<file path="src/rtl/binary_blob_tracker_if.sv">
// Pixel-stream in / frame-result out bundle for binary_blob_tracker.
// master drives pixels and reads results; slave is the tracker.
interface binary_blob_tracker_if;
    logic        iFVAL;
    logic        iDVAL;
    logic [11:0] iGREY;
    logic        oVALID;
    logic        oFOUND;
    logic [19:0] oCOUNT;
    logic [11:0] oX_MIN;
    logic [11:0] oX_MAX;
    logic [11:0] oY_MIN;
    logic [11:0] oY_MAX;
    logic [11:0] oCX;
    logic [11:0] oCY;

    modport master (
        output iFVAL, iDVAL, iGREY,
        input  oVALID, oFOUND, oCOUNT,
        input  oX_MIN, oX_MAX, oY_MIN, oY_MAX, oCX, oCY
    );

    modport slave (
        input  iFVAL, iDVAL, iGREY,
        output oVALID, oFOUND, oCOUNT,
        output oX_MIN, oX_MAX, oY_MIN, oY_MAX, oCX, oCY
    );
endinterface

</file>
<file path="src/rtl/binary_blob_tracker.sv">
// Per-frame foreground count, bounding box and centre of a grey/binary stream.
// BLOB_CENTROID_EN: mean-position centre via serial dividers instead of box centre.
module binary_blob_tracker #(
    parameter logic [11:0] THRESH = 12'd2048,
    parameter logic [11:0] MAX_X  = 12'd4095
) (
    input  logic                   iCLK,
    input  logic                   iRST_N,
    binary_blob_tracker_if.slave   bus
);

`ifdef BLOB_CENTROID_EN
    typedef enum logic [1:0] {S_IDLE, S_ACCUM, S_CALC, S_PUBLISH} state_t;
`else
    typedef enum logic [1:0] {S_IDLE, S_ACCUM, S_PUBLISH} state_t;
`endif

    state_t      state_q, state_d;
    logic        fval_q, fval_d, dval_q, dval_d;
    logic [11:0] x_q, x_d, y_q, y_d;
    logic [19:0] cnt_q, cnt_d;
    logic [11:0] xmin_q, xmin_d, xmax_q, xmax_d;
    logic [11:0] ymin_q, ymin_d, ymax_q, ymax_d;
    logic        valid_q, valid_d, found_q, found_d;
    logic [19:0] ocnt_q, ocnt_d;
    logic [11:0] oxmin_q, oxmin_d, oxmax_q, oxmax_d;
    logic [11:0] oymin_q, oymin_d, oymax_q, oymax_d;
    logic [11:0] ocx_q, ocx_d, ocy_q, ocy_d;
    logic        dv, fval_rise, fval_fall, dval_fall, fg;

`ifdef BLOB_CENTROID_EN
    logic [31:0] sumx_q, sumx_d, sumy_q, sumy_d;
    logic [31:0] qx_q, qx_d, qy_q, qy_d;
    logic [19:0] rx_q, rx_d, ry_q, ry_d;
    logic [4:0]  it_q, it_d;

    // One restoring step: remainder stays below the divisor, so 20 bits hold it.
    function automatic logic [51:0] div_step(input logic [19:0] r,
                                             input logic [31:0] q,
                                             input logic [19:0] d);
        logic [20:0] rs;
        logic [19:0] rn;
        logic        qb;
        rs = {r, q[31]};
        if (rs >= {1'b0, d}) begin
            rn = 20'(rs - {1'b0, d});
            qb = 1'b1;
        end else begin
            rn = rs[19:0];
            qb = 1'b0;
        end
        return {rn, q[30:0], qb};
    endfunction
`else
    logic [12:0] sx, sy;
`endif

    always_comb begin
        dv        = bus.iFVAL & bus.iDVAL;
        fval_rise = bus.iFVAL & ~fval_q;
        fval_fall = ~bus.iFVAL & fval_q;
        dval_fall = ~dv & dval_q;
        fg        = dv & (bus.iGREY < THRESH);
        fval_d    = bus.iFVAL;
        dval_d    = dv;

        x_d = x_q;
        y_d = y_q;
        if (fval_rise) begin
            x_d = '0;
            y_d = '0;
        end else if (dv) begin
            x_d = (x_q == MAX_X) ? x_q : x_q + 12'd1;
        end else if (dval_fall) begin
            x_d = '0;
            y_d = (y_q == 12'hFFF) ? y_q : y_q + 12'd1;
        end

        state_d = state_q;
        cnt_d   = cnt_q;
        xmin_d  = xmin_q;
        xmax_d  = xmax_q;
        ymin_d  = ymin_q;
        ymax_d  = ymax_q;
        valid_d = 1'b0;
        found_d = found_q;
        ocnt_d  = ocnt_q;
        oxmin_d = oxmin_q;
        oxmax_d = oxmax_q;
        oymin_d = oymin_q;
        oymax_d = oymax_q;
        ocx_d   = ocx_q;
        ocy_d   = ocy_q;
`ifdef BLOB_CENTROID_EN
        sumx_d = sumx_q;
        sumy_d = sumy_q;
        qx_d   = qx_q;
        qy_d   = qy_q;
        rx_d   = rx_q;
        ry_d   = ry_q;
        it_d   = it_q;
`else
        sx = {1'b0, xmin_q} + {1'b0, xmax_q};
        sy = {1'b0, ymin_q} + {1'b0, ymax_q};
`endif

        unique case (state_q)
            S_IDLE: begin
                cnt_d  = '0;
                xmin_d = 12'hFFF;
                xmax_d = '0;
                ymin_d = 12'hFFF;
                ymax_d = '0;
`ifdef BLOB_CENTROID_EN
                sumx_d = '0;
                sumy_d = '0;
`endif
                // The strobe cycle is spent clearing; a rise here is lost.
                if (fval_rise && !valid_q) state_d = S_ACCUM;
            end
            S_ACCUM: begin
                if (fg) begin
                    cnt_d  = (cnt_q == 20'hFFFFF) ? cnt_q : cnt_q + 20'd1;
                    xmin_d = (x_q < xmin_q) ? x_q : xmin_q;
                    xmax_d = (x_q > xmax_q) ? x_q : xmax_q;
                    ymin_d = (y_q < ymin_q) ? y_q : ymin_q;
                    ymax_d = (y_q > ymax_q) ? y_q : ymax_q;
`ifdef BLOB_CENTROID_EN
                    sumx_d = sumx_q + 32'(x_q);
                    sumy_d = sumy_q + 32'(y_q);
`endif
                end
                if (fval_fall) begin
`ifdef BLOB_CENTROID_EN
                    qx_d    = sumx_q;
                    qy_d    = sumy_q;
                    rx_d    = '0;
                    ry_d    = '0;
                    it_d    = '0;
                    state_d = S_CALC;
`else
                    state_d = S_PUBLISH;
`endif
                end
            end
`ifdef BLOB_CENTROID_EN
            S_CALC: begin
                {rx_d, qx_d} = div_step(rx_q, qx_q, cnt_q);
                {ry_d, qy_d} = div_step(ry_q, qy_q, cnt_q);
                it_d = it_q + 5'd1;
                if (it_q == 5'd31) state_d = S_PUBLISH;
            end
`endif
            S_PUBLISH: begin
                valid_d = 1'b1;
                found_d = (cnt_q != 20'd0);
                ocnt_d  = cnt_q;
                if (cnt_q == 20'd0) begin
                    oxmin_d = '0;
                    oxmax_d = '0;
                    oymin_d = '0;
                    oymax_d = '0;
                    ocx_d   = '0;
                    ocy_d   = '0;
                end else begin
                    oxmin_d = xmin_q;
                    oxmax_d = xmax_q;
                    oymin_d = ymin_q;
                    oymax_d = ymax_q;
`ifdef BLOB_CENTROID_EN
                    ocx_d = (|qx_q[31:12]) ? 12'hFFF : qx_q[11:0];
                    ocy_d = (|qy_q[31:12]) ? 12'hFFF : qy_q[11:0];
`else
                    ocx_d = 12'(sx >> 1);
                    ocy_d = 12'(sy >> 1);
`endif
                end
                state_d = S_IDLE;
            end
            default: state_d = S_IDLE;
        endcase
    end

    always_ff @(posedge iCLK or negedge iRST_N) begin
        if (!iRST_N) begin
            state_q <= S_IDLE;
            fval_q  <= 1'b1;
            dval_q  <= 1'b0;
            x_q     <= '0;
            y_q     <= '0;
            cnt_q   <= '0;
            xmin_q  <= '0;
            xmax_q  <= '0;
            ymin_q  <= '0;
            ymax_q  <= '0;
            valid_q <= 1'b0;
            found_q <= 1'b0;
            ocnt_q  <= '0;
            oxmin_q <= '0;
            oxmax_q <= '0;
            oymin_q <= '0;
            oymax_q <= '0;
            ocx_q   <= '0;
            ocy_q   <= '0;
`ifdef BLOB_CENTROID_EN
            sumx_q  <= '0;
            sumy_q  <= '0;
            qx_q    <= '0;
            qy_q    <= '0;
            rx_q    <= '0;
            ry_q    <= '0;
            it_q    <= '0;
`endif
        end else begin
            state_q <= state_d;
            fval_q  <= fval_d;
            dval_q  <= dval_d;
            x_q     <= x_d;
            y_q     <= y_d;
            cnt_q   <= cnt_d;
            xmin_q  <= xmin_d;
            xmax_q  <= xmax_d;
            ymin_q  <= ymin_d;
            ymax_q  <= ymax_d;
            valid_q <= valid_d;
            found_q <= found_d;
            ocnt_q  <= ocnt_d;
            oxmin_q <= oxmin_d;
            oxmax_q <= oxmax_d;
            oymin_q <= oymin_d;
            oymax_q <= oymax_d;
            ocx_q   <= ocx_d;
            ocy_q   <= ocy_d;
`ifdef BLOB_CENTROID_EN
            sumx_q  <= sumx_d;
            sumy_q  <= sumy_d;
            qx_q    <= qx_d;
            qy_q    <= qy_d;
            rx_q    <= rx_d;
            ry_q    <= ry_d;
            it_q    <= it_d;
`endif
        end
    end

    assign bus.oVALID = valid_q;
    assign bus.oFOUND = found_q;
    assign bus.oCOUNT = ocnt_q;
    assign bus.oX_MIN = oxmin_q;
    assign bus.oX_MAX = oxmax_q;
    assign bus.oY_MIN = oymin_q;
    assign bus.oY_MAX = oymax_q;
    assign bus.oCX    = ocx_q;
    assign bus.oCY    = ocy_q;

endmodule

</file>
<file path="src/flat_wrapper.sv">
// flat-port wrapper written by rule: the top's interface ports become plain ports
module binary_blob_tracker_flat 
#(
    parameter logic [11:0] THRESH = 12'd2048,
    parameter logic [11:0] MAX_X  = 12'd4095
)
  (iCLK, iRST_N, bus_iFVAL, bus_iDVAL, bus_iGREY, bus_oVALID, bus_oFOUND, bus_oCOUNT, bus_oX_MIN, bus_oX_MAX, bus_oY_MIN, bus_oY_MAX, bus_oCX, bus_oCY);
  binary_blob_tracker_if bus_i ();
  input  logic iCLK;
  input  logic iRST_N;
  input wire logic [$bits(bus_i.iFVAL)-1:0] bus_iFVAL;
  input wire logic [$bits(bus_i.iDVAL)-1:0] bus_iDVAL;
  input wire logic [$bits(bus_i.iGREY)-1:0] bus_iGREY;
  output wire logic [$bits(bus_i.oVALID)-1:0] bus_oVALID;
  output wire logic [$bits(bus_i.oFOUND)-1:0] bus_oFOUND;
  output wire logic [$bits(bus_i.oCOUNT)-1:0] bus_oCOUNT;
  output wire logic [$bits(bus_i.oX_MIN)-1:0] bus_oX_MIN;
  output wire logic [$bits(bus_i.oX_MAX)-1:0] bus_oX_MAX;
  output wire logic [$bits(bus_i.oY_MIN)-1:0] bus_oY_MIN;
  output wire logic [$bits(bus_i.oY_MAX)-1:0] bus_oY_MAX;
  output wire logic [$bits(bus_i.oCX)-1:0] bus_oCX;
  output wire logic [$bits(bus_i.oCY)-1:0] bus_oCY;
  assign bus_i.iFVAL = bus_iFVAL;
  assign bus_i.iDVAL = bus_iDVAL;
  assign bus_i.iGREY = bus_iGREY;
  assign bus_oVALID = bus_i.oVALID;
  assign bus_oFOUND = bus_i.oFOUND;
  assign bus_oCOUNT = bus_i.oCOUNT;
  assign bus_oX_MIN = bus_i.oX_MIN;
  assign bus_oX_MAX = bus_i.oX_MAX;
  assign bus_oY_MIN = bus_i.oY_MIN;
  assign bus_oY_MAX = bus_i.oY_MAX;
  assign bus_oCX = bus_i.oCX;
  assign bus_oCY = bus_i.oCY;
  binary_blob_tracker #(.THRESH(THRESH), .MAX_X(MAX_X)) u_core (.iCLK(iCLK), .iRST_N(iRST_N), .bus(bus_i));
endmodule
</file>
<file path="config.mk">
export PLATFORM = sky130hd
export DESIGN_NAME = binary_blob_tracker_flat
export DESIGN_NICKNAME = d
export VERILOG_FILES = /design/src/rtl/binary_blob_tracker_if.sv /design/src/rtl/binary_blob_tracker.sv /design/src/flat_wrapper.sv
export SDC_FILE = /design/constraint.sdc
export NUM_CORES = 1
export LEC_CHECK = 0
export CELL_PAD_IN_SITES_DETAIL_PLACEMENT = 1
export CELL_PAD_IN_SITES_GLOBAL_PLACEMENT = 1
export CORE_AREA = 8 8 153 155
export DETAILED_ROUTE_END_ITERATION = 8
export DIE_AREA = 0 0 161 163
export HOLD_SLACK_MARGIN = 0.1
export PLACE_DENSITY_LB_ADDON = 0.25
export SYNTH_ARGS = -nofsm -noshare
export SYNTH_HDL_FRONTEND = slang
export SYNTH_SLANG_ARGS = --single-unit
</file>
<file path="constraint.sdc">
create_clock -name iCLK -period 5.2 [get_ports iCLK]
set_clock_uncertainty 0.1 [all_clocks]
set_input_delay 1.3 -clock iCLK [delete_from_list [all_inputs] [get_ports iCLK]]
set_output_delay 1.3 -clock iCLK [all_outputs]
set_load 0.02 [all_outputs]
</file>
-- Word-level counts from Yosys, hierarchy flattened
Index checks and enable logic that the tools add are counted.
- flip-flop bits (word level): 190
- input bits: 16
- output and inout port bits: 94
- word-level logic and storage cells: 102
- add/subtract/negate cells: 5
- $lt $le $gt $ge: 5
- equality and inequality tests: 16
- muxes and demuxes: 33
- bitwise logic cells: 8
- reductions and logical operators: 16
- operators with widths (cell ; count):
    $mux W12 ; 22
    $pmux W12 S2 ; 4
    $mux W20 ; 2
    $pmux W20 S2 ; 1
    $add A12 B12 Y13 ; 2
    $add A12 B1 Y12 const B ; 2
    $eq A12 B12 Y1 const B ; 2
    $gt A12 B12 Y1 ; 2
    $lt A12 B12 Y1 ; 2
    $add A20 B1 Y20 const B ; 1
    $eq A20 B20 Y1 const B ; 1
    $logic_not A20 Y1 ; 1
    $reduce_bool A20 Y1 ; 1
    $reduce_and A3 Y1 ; 6
    $ne A2 B1 Y1 const B ; 8
    $lt A12 B12 Y1 const B ; 1
    $and A1 B1 Y1 ; 5
    $mux W2 ; 2
    $ne A2 B2 Y1 const B ; 2
    $pmux W2 S2 ; 1
    $reduce_and A2 Y1 ; 2
    $reduce_bool A2 Y1 ; 2
    $ne A3 B3 Y1 const B ; 1
    $not A1 Y1 ; 3
    other kinds (7) ; 7

-- Longest topological paths before layout
Gate-level depths: netlist of run 1.
- depth in word-level cells: 6
- gate-level depth with buffers: 9
- mapped depth without buffers: 8

-- Worst setup path after synthesis of run 1
OpenSTA, ideal clock, no wires.
- path kind: input -> register
- from: input port bus_iGREY[11]
- to: register u_core.xmin_q[10]
- setup time: 0.079 ns
- arrival: 2.566 ns
- required time: 5.021 ns
- slack: 2.455 ns
- cell stages on the path: 5
- buffers on the path: 1
- cell sequence: nand3b_1 a21o_1 a2111oi_2 buf_6 mux2i_1
- word-level cells in the longest chain between the ends: 4
- ends and longest elaborated chain (element ; RTL line ; text):
    from (decl) ; flat_wrapper.sv:13 ; input wire logic [$bits(bus_i.iGREY)-1:0] bus_iGREY;
    $lt A12 B12 Y1 ; binary_blob_tracker.sv:63 ; fg = dv & (bus.iGREY < THRESH);
    $and A1 B1 Y1 ; binary_blob_tracker.sv:63 ;
    $ne A2 B1 Y1 (no source line) ; -- ;
    $reduce_and A3 Y1 (no source line) ; -- ;
    to (signal assigned) ; binary_blob_tracker.sv:221 ; xmin_q <= xmin_d;
    to (decl) ; binary_blob_tracker.sv:22 ; logic [11:0] xmin_q, xmin_d, xmax_q, xmax_d;
Every way passes these cells.
A chain may end at the register's enable or synchronous reset.

-- Worst setup path after layout of run 1
- from: input port bus_iFVAL
- to: register u_core.y_q[9]
- word-level cells in the longest chain between the ends: 5
- ends and longest elaborated chain (element ; RTL line ; text):
    from (decl) ; flat_wrapper.sv:11 ; input wire logic [$bits(bus_i.iFVAL)-1:0] bus_iFVAL;
    $and A1 B1 Y1 ; binary_blob_tracker.sv:59 ; dv = bus.iFVAL & bus.iDVAL;
    $not A1 Y1 ; binary_blob_tracker.sv:62 ; dval_fall = ~dv & dval_q;
    $and A1 B1 Y1 ; binary_blob_tracker.sv:62 ;
    $reduce_bool A2 Y1 (no source line) ; -- ;
    $reduce_and A3 Y1 (no source line) ; -- ;
    to (signal assigned) ; binary_blob_tracker.sv:219 ; y_q <= y_d;
    to (decl) ; binary_blob_tracker.sv:20 ; logic [11:0] x_q, x_d, y_q, y_d;
Several ways; a longest one is shown, not always the timed one.

==> results of run 1 <==
-- synthesized netlist by cell type (7+ instances only) --
cell | instances | area, um2
a22o_1 | 28 | 245.2
a21oi_1 | 45 | 225.2
clkbuf_1 | 24 | 90.09
a21o_1 | 17 | 127.6
mux2i_1 | 12 | 120.1
nor2_1 | 67 | 251.5
nor4_1 | 8 | 50.05
nand3_1 | 21 | 105.1
buf_2 | 10 | 50.05
xor2_1 | 23 | 201.4
nand2_1 | 159 | 596.8
ha_1 | 72 | 900.9
or3_1 | 18 | 112.6
nor3_1 | 8 | 40.04
inv_1 | 64 | 240.2
o21ai_0 | 90 | 450.4
xnor2_1 | 17 | 148.9
nand4_1 | 21 | 131.4
dfrtp_1 | 189 | 4730
o22a_1 | 14 | 122.6
o21a_1 | 7 | 52.55
-- cell type report --
type | count | area [um2] | share of cell area
repair buffers | 104 | 1042 | 0.08990
multi-input cells | 704 | 4564 | 0.3937
flip-flops and latches | 190 | 4756 | 0.4102
inverters | 66 | 247.7 | 0.02137
clock inverters | 13 | 186.4 | 0.01608
clock buffers | 19 | 452.9 | 0.03907
well taps | 275 | 344.1 | 0.02968
-- per-stage QoR --
| stage | setup slack [ns] | power, mW | hold slack [ns] | util | instance area (um2) |
|---|---|---|---|---|---|
| after floorplan | 2.455 | 2.688 | 0.3731 | - | 9731 |
| after global placement | 1.245 | 3.295 | 0.3570 | 0.5261 | 10950 |
| after detailed placement | 1.177 | 3.354 | 0.3619 | 0.5261 | 10950 |
| after CTS | 1.631 | 4.809 | 0.3794 | 0.5568 | 11590 |
| after global routing | 1.403 | 5.008 | 0.3871 | 0.5568 | 11590 |
| final | 1.617 | 4.774 | 0.3723 | 0.5568 | 11590 |
-- worst min-delay path by stage --
| stage | startpoint | endpoint | slack [ns] | cells after the start |
|---|---|---|---|---|
| after floorplan | u_core.cnt_q[1] | u_core.cnt_q[1] | 0.37 | 2 |
| after global placement | u_core.bus.oCOUNT[16] | u_core.bus.oCOUNT[16] | 0.36 | 2 |
| after detailed placement | u_core.bus.oCOUNT[16] | u_core.bus.oCOUNT[16] | 0.36 | 2 |
| after CTS | u_core.bus.oCOUNT[16] | u_core.bus.oCOUNT[16] | 0.38 | 2 |
| after global routing | u_core.bus.oCOUNT[16] | u_core.bus.oCOUNT[16] | 0.39 | 2 |
| final | u_core.bus.oCOUNT[14] | u_core.bus.oCOUNT[14] | 0.37 | 2 |
-- cells in the final DEF (no fill, tap or decap), types with 21 or more instances in the layout --
| cell type | count |
|---|---|
| xor2_1 | 23 |
| o21ai_0 | 90 |
| a22o_1 | 28 |
| clkdlybuf4s50_1 | 97 |
| nand4_1 | 21 |
| nand2_1 | 159 |
| a21oi_1 | 45 |
| nor2_1 | 66 |
| inv_1 | 64 |
| nand3_1 | 21 |
| dfrtp_1 | 189 |
| ha_1 | 72 |
-- metal layers --
metal,track usage,vias up
met5,0,-
met4,0.05556,2
met3,0.04095,24
met2,0.3581,149
met1,0.2842,3961
li1,-,3672
-- logic make-up (layout without fill, tap and decap cells) --
family,count (synthesis),count (layout),synth area share
and+or+nand+nor,333,333,0.1570
xor gates and xnor gates,40,40,0.03600
buffers and inverters,107,202,0.04449
muxes,12,12,0.01234
adders and majority gates,74,74,0.09670
AOI/OAI and AO/OA,245,245,0.1647
DFF,190,190,0.4887
-- where the power goes --
part           total (mW)  internal, mW  switching (mW)
logic                1.40         0.595           0.803
clock network        1.43         0.834           0.599
registers            1.94          1.72           0.221
total                4.77          3.15            1.62
-- state kept, by name (all words and copies together) (netlist names) --
name / cells
u_core.bus.oCOUNT: 20
u_core.cnt_q: 20
u_core.bus.oCX: 12
u_core.bus.oCY: 12
u_core.bus.oX_MAX: 12
u_core.bus.oX_MIN: 12
u_core.bus.oY_MAX: 12
u_core.bus.oY_MIN: 12
u_core.x_q: 12
u_core.xmax_q: 12
u_core.xmin_q: 12
u_core.y_q: 12
u_core.ymax_q: 12
u_core.ymin_q: 12
u_core.state_q: 2
u_core.bus.oFOUND: 1
u_core.bus.oVALID: 1
u_core.dval_q: 1
u_core.fval_q: 1
-- worst register-to-register path, stage by stage (launching register included) --
cell	delay, ns
dfrtp_1	0.49
ha_1	0.35
a21o_1	0.20
a21oi_1	0.19
o21ai_1	0.10
a21o_1	0.21
a2111oi_4	1.00
mux2i_1	0.32
==> metrics, run 1 <==
WL met2=13,200 um; CP max-delay cell=clkdlybuf4s50_1; reg2reg path depth=7; Initial Utilization=0.4673; Met1 Wirelength=12,710 um; Final Cycle Share=0.6891; register area share after synthesis=0.4887; share of layout cells above drive strength 1=0.05109; Max VDD drop=0.0002397 V; Critical Path End=u_core.y_q[9]; largest net degree at the start of global routing=126; clk_lat worst skew=0.44 ns; Pwr per Cell Area=411.8 nW/um2; Main synth FF type=dfrtp_1; leakage=5.463 nW; cts hold-fix bufs=0; synth unique cells=62; Max Slew Vio Count=0; DRT Pass-1 Iters=4; setup violators final=0; gr ovfl total=0; Setup crit end kind=flop; syn_area_per_cell=9.721 um2; Placer Congestion=0.8689; critical path's largest stage delay=0.59 ns; DRC violations left=0; vias in the first global route=8,376; CTS H-Tree Depth=4; CP Depth=7; drt total wl=27,480 um; Initial DRC Count=369; Synth Register Bits=190; core outline area=20,820 um2; cell count after placement=1,339; total number of vias=7,808; post-layout net count=1,173; Crit Path Class=primary input to flop; critical path buffer and inverter count=1; # diodes=0; crit start category=primary input; Max Cap Viol=0; Final ANT Viol Nets=0; post-CTS sizing=0; Final Hold Fails=0; worst-path cell chain=clkdlybuf4s50_1 > and2b_1 > a21o_1 > o41ai_2 > nor4_1 > xnor2_1 > nor2_1; fin cells=1,371; initial antenna violation count=2; Critical R2R Capture=u_core.xmin_q[11]; IO buf count=98; Clock Pin Slew Worst Setup and Hold Paths=0.07 ns; Mapped Cells=1,001; die height=163 um; WL met3=1237 um; Core Rows=53; first-pass GRT wire length=45,550 um; CTS Sinks=190; CTS Buf Count=17; reg2reg start=u_core.x_q[8]; drt wl/cell=20.05 um; Clock Tree Root=clkbuf_16; async set-or-reset flop fraction in the synthesized netlist=1.000; FMAX=279.1 MHz; Hold Path Class=flop to flop; status=finished clean; Fin Setup TNS=0 ns; CP Data Arrival Time=3.80 ns; CTS tree=yes; die width=161 um; FF-to-FF setup slack=2.16 ns; Post-CTS Setup Repair Bufs=0; Slew headroom=0.1967; Via-to-Cell Ratio=5.695; Req. time, crit path=5.41 ns; min Tclk post-route=3.583 ns; area delta synth->final=19.15%; Net Count, Synth=1,091; placed wire-length estimate=19,300 um; die footprint=26,240 um2; CP Max Fanout=15; FILL cells=2,360; RSZ-0062 raised after global routing=no; delay-heaviest family, CP=simple AND/OR/NAND/NOR gates; boundary pin count=110; worst-margin pin slew=1.192 ns; Critical Path Source=bus_iFVAL; clock buffer depth=2; All-Layer GR Usage=0.2152; Post-synth EDFFs=0; Synth Warn #=0; top sig layer=met5; synthesized cell area=9731 um2
No activity file was read; power rests on OpenSTA's default activity.
==> run 2, diff against run 1 <==
CORE_AREA = 8 8 158 160   (was 8 8 153 155)
DIE_AREA = 0 0 166 168   (was 0 0 161 163)
clock period = 3.6 ns   (was 5.2 ns; I/O delays follow)
==> metrics, run 2 (same netlist as run 1, synthesis figures left out) <==
Clock Tree Root=clkbuf_16; Pwr per Cell Area=585.1 nW/um2 (+42%); Via-to-Cell Ratio=5.580 (-2.0%); Setup crit end kind=flop; CTS H-Tree Depth=4 (unchanged); Final ANT Viol Nets=0 (unchanged); CTS Buf Count=17 (unchanged); setup violators final=0 (unchanged); Fin Setup TNS=0 ns (unchanged); All-Layer GR Usage=0.1977 (-0.01747); Final Cycle Share=0.8385; most common cell after layout, fill and taps aside=dfrtp_1; most frequent cells in the layout=189 x dfrtp_1, 159 x nand2_1, 97 x clkdlybuf4s50_1; multi-input logic area=4564 um2 (unchanged); initial antenna violation count=0 (-2); clk_lat worst skew=0.43 ns (about the same); sw frac=0.3324 (-0.007405); Max Cap Viol=0 (unchanged); CTS Sinks=190 (unchanged); gr ovfl total=0 (unchanged); post-CTS sizing=0 (unchanged); Clock Pin Slew Worst Setup and Hold Paths=0.07 ns (about the same); status=finished clean; total number of vias=7,784 (-0.31%); Core Rows=55 (+3.8%); # diodes=0 (unchanged); Final Hold Fails=0 (unchanged); Placer Congestion=0.8141 (-6.3%); cell count after placement=1,363 (+1.8%); first-pass GRT wire length=44,910 um (-1.4%); net load switching power=2.279 mW (+41%); CP Max Fanout=12 (-3); DRC violations left=0 (unchanged); Initial DRC Count=407 (+10%); Hold Path Class=flop to flop; fin cells=1,395 (+1.8%); CP Data Arrival Time=3.28 ns (-0.52 ns); CTS tree=yes; Slew headroom=0.3193 (+0.1226); Initial Utilization=0.4351 (-0.03223); die height=168 um (+3.1%); drt wl/cell=19.37 um (-3.4%); cts hold-fix bufs=0 (unchanged); Req. time, crit path=3.86 ns (-1.55 ns); clock buffer depth=2 (unchanged); drt total wl=27,020 um (-1.7%); share of layout cells above drive strength 1=0.06036 (+0.009265); post-layout net count=1,187 (+1.2%); min Tclk post-route=3.019 ns; RSZ-0062 raised after global routing=no; crit start category=flop; sequential cell area=4756 um2 (unchanged); vias in the first global route=8,365 (-0.13%); Post-CTS Setup Repair Bufs=0 (unchanged); IO buf count=98 (unchanged); placed wire-length estimate=19,720 um (+2.1%); DRT Pass-1 Iters=5 (+1); Pint=4.578 mW (+45%); Max VDD drop=0.0002887 V (+20%); die footprint=27,890 um2 (+6.3%); Clk pwr share=0.299 (about the same); die width=166 um (+3.1%); core outline area=22,370 um2 (+7.4%); leakage=5.529 nW (+1.2%); FMAX=331.3 MHz; boundary pin count=110 (unchanged); worst-path cell chain=ha_1 > nor2b_1 > o211ai_1 > a21oi_1 > a2111oi_0 > o22a_1 > a22o_1; FILL cells=2,454 (+4.0%); area delta synth->final=20.45%; critical path's largest stage delay=0.82 ns (+0.23 ns); worst-margin pin slew=1.021 ns (-0.1709 ns); largest net degree at the start of global routing=97 (-23%); CP max-delay cell=a2111oi_0; Reg power frac=0.408 (about the same); Crit Path Class=flop to flop; Logic pwr share=0.293 (about the same); Max Slew Vio Count=0 (unchanged)
[run 2: cell types whose count changed in the layout (fill, tap and decap cells not counted)]
cell	change
clkbuf_1	+3
buf_12	+1
clkinv_2	-2
clkbuf_8	+1
inv_6	-2
clkinvlp_4	+1
clkinv_4	-1
buf_4	+13
[run 2: critical path: cells and delay by family, from the launching register on]
kind            cells  cell delay (ns)
compound gates      5             1.86
fa+ha+maj           1             0.35
flops               1             0.50
simple gates        1             0.14
[run 2: worst paths after layout]
check,depth (start not counted),to,slack [ns],startpoint
max,7,u_core.ymax_q[3],0.58,u_core.y_q[1]
min,2,u_core.bus.oCOUNT[8],0.37,u_core.bus.oCOUNT[8]
max in group asynchronous,2,u_core.bus.oCOUNT[2],2.21,iRST_N
min reg2reg,2,u_core.bus.oCOUNT[8],0.37,u_core.bus.oCOUNT[8]
min in group asynchronous,1,u_core.bus.oY_MIN[10],0.39,iRST_N
max reg2reg,7,u_core.ymax_q[3],0.58,u_core.y_q[1]
[run 2: per-layer routing]
metal  wire, um  up-vias  global-route usage
li1           -     3700                   -
met1      13320     3932              0.2682
met2      12590      129              0.3247
met3        802       23             0.03134
met4        301        0             0.05257
met5          0        -                   0
[run 2: layout make-up]
cell class                      instances  share of cell area
Inverter                               66             0.02114
Clock inverter                          9             0.01345
Timing Repair Buffer                  118             0.09896
Tap cell                              285             0.03043
Multi-Input combinational cell        704              0.3895
Sequential cell                       190              0.4058
Clock buffer                           23             0.04078
[run 2: per-stage QoR]
stage	total power, mW	hold slack (ns)	cell area [um2]	setup slack, ns	util
2_1_floorplan	3.882	0.3731	9731	1.229	-
3_5_place_dp	4.852	0.3662	11080	0.2711	0.4956
3_3_place_gp	4.781	0.3587	11080	0.3657	0.4956
6_report	6.857	0.3748	11720	0.5813	0.5240
5_1_grt	7.214	0.4026	11720	0.4817	0.5240
4_1_cts	6.925	0.3819	11720	0.6213	0.5240
[run 2: power groups by stage]
| stage | combinational [mW] | clock (mW) | sequential, mW |
|---|---|---|---|
| after CTS | 2.04 | 2.09 | 2.80 |
| final | 2.01 | 2.05 | 2.80 |
| after global routing | 2.21 | 2.16 | 2.84 |
| after floorplan | 0.831 | 0 | 3.05 |
| after global placement | 1.96 | 0 | 2.82 |
| after detailed placement | 2.02 | 0 | 2.83 |
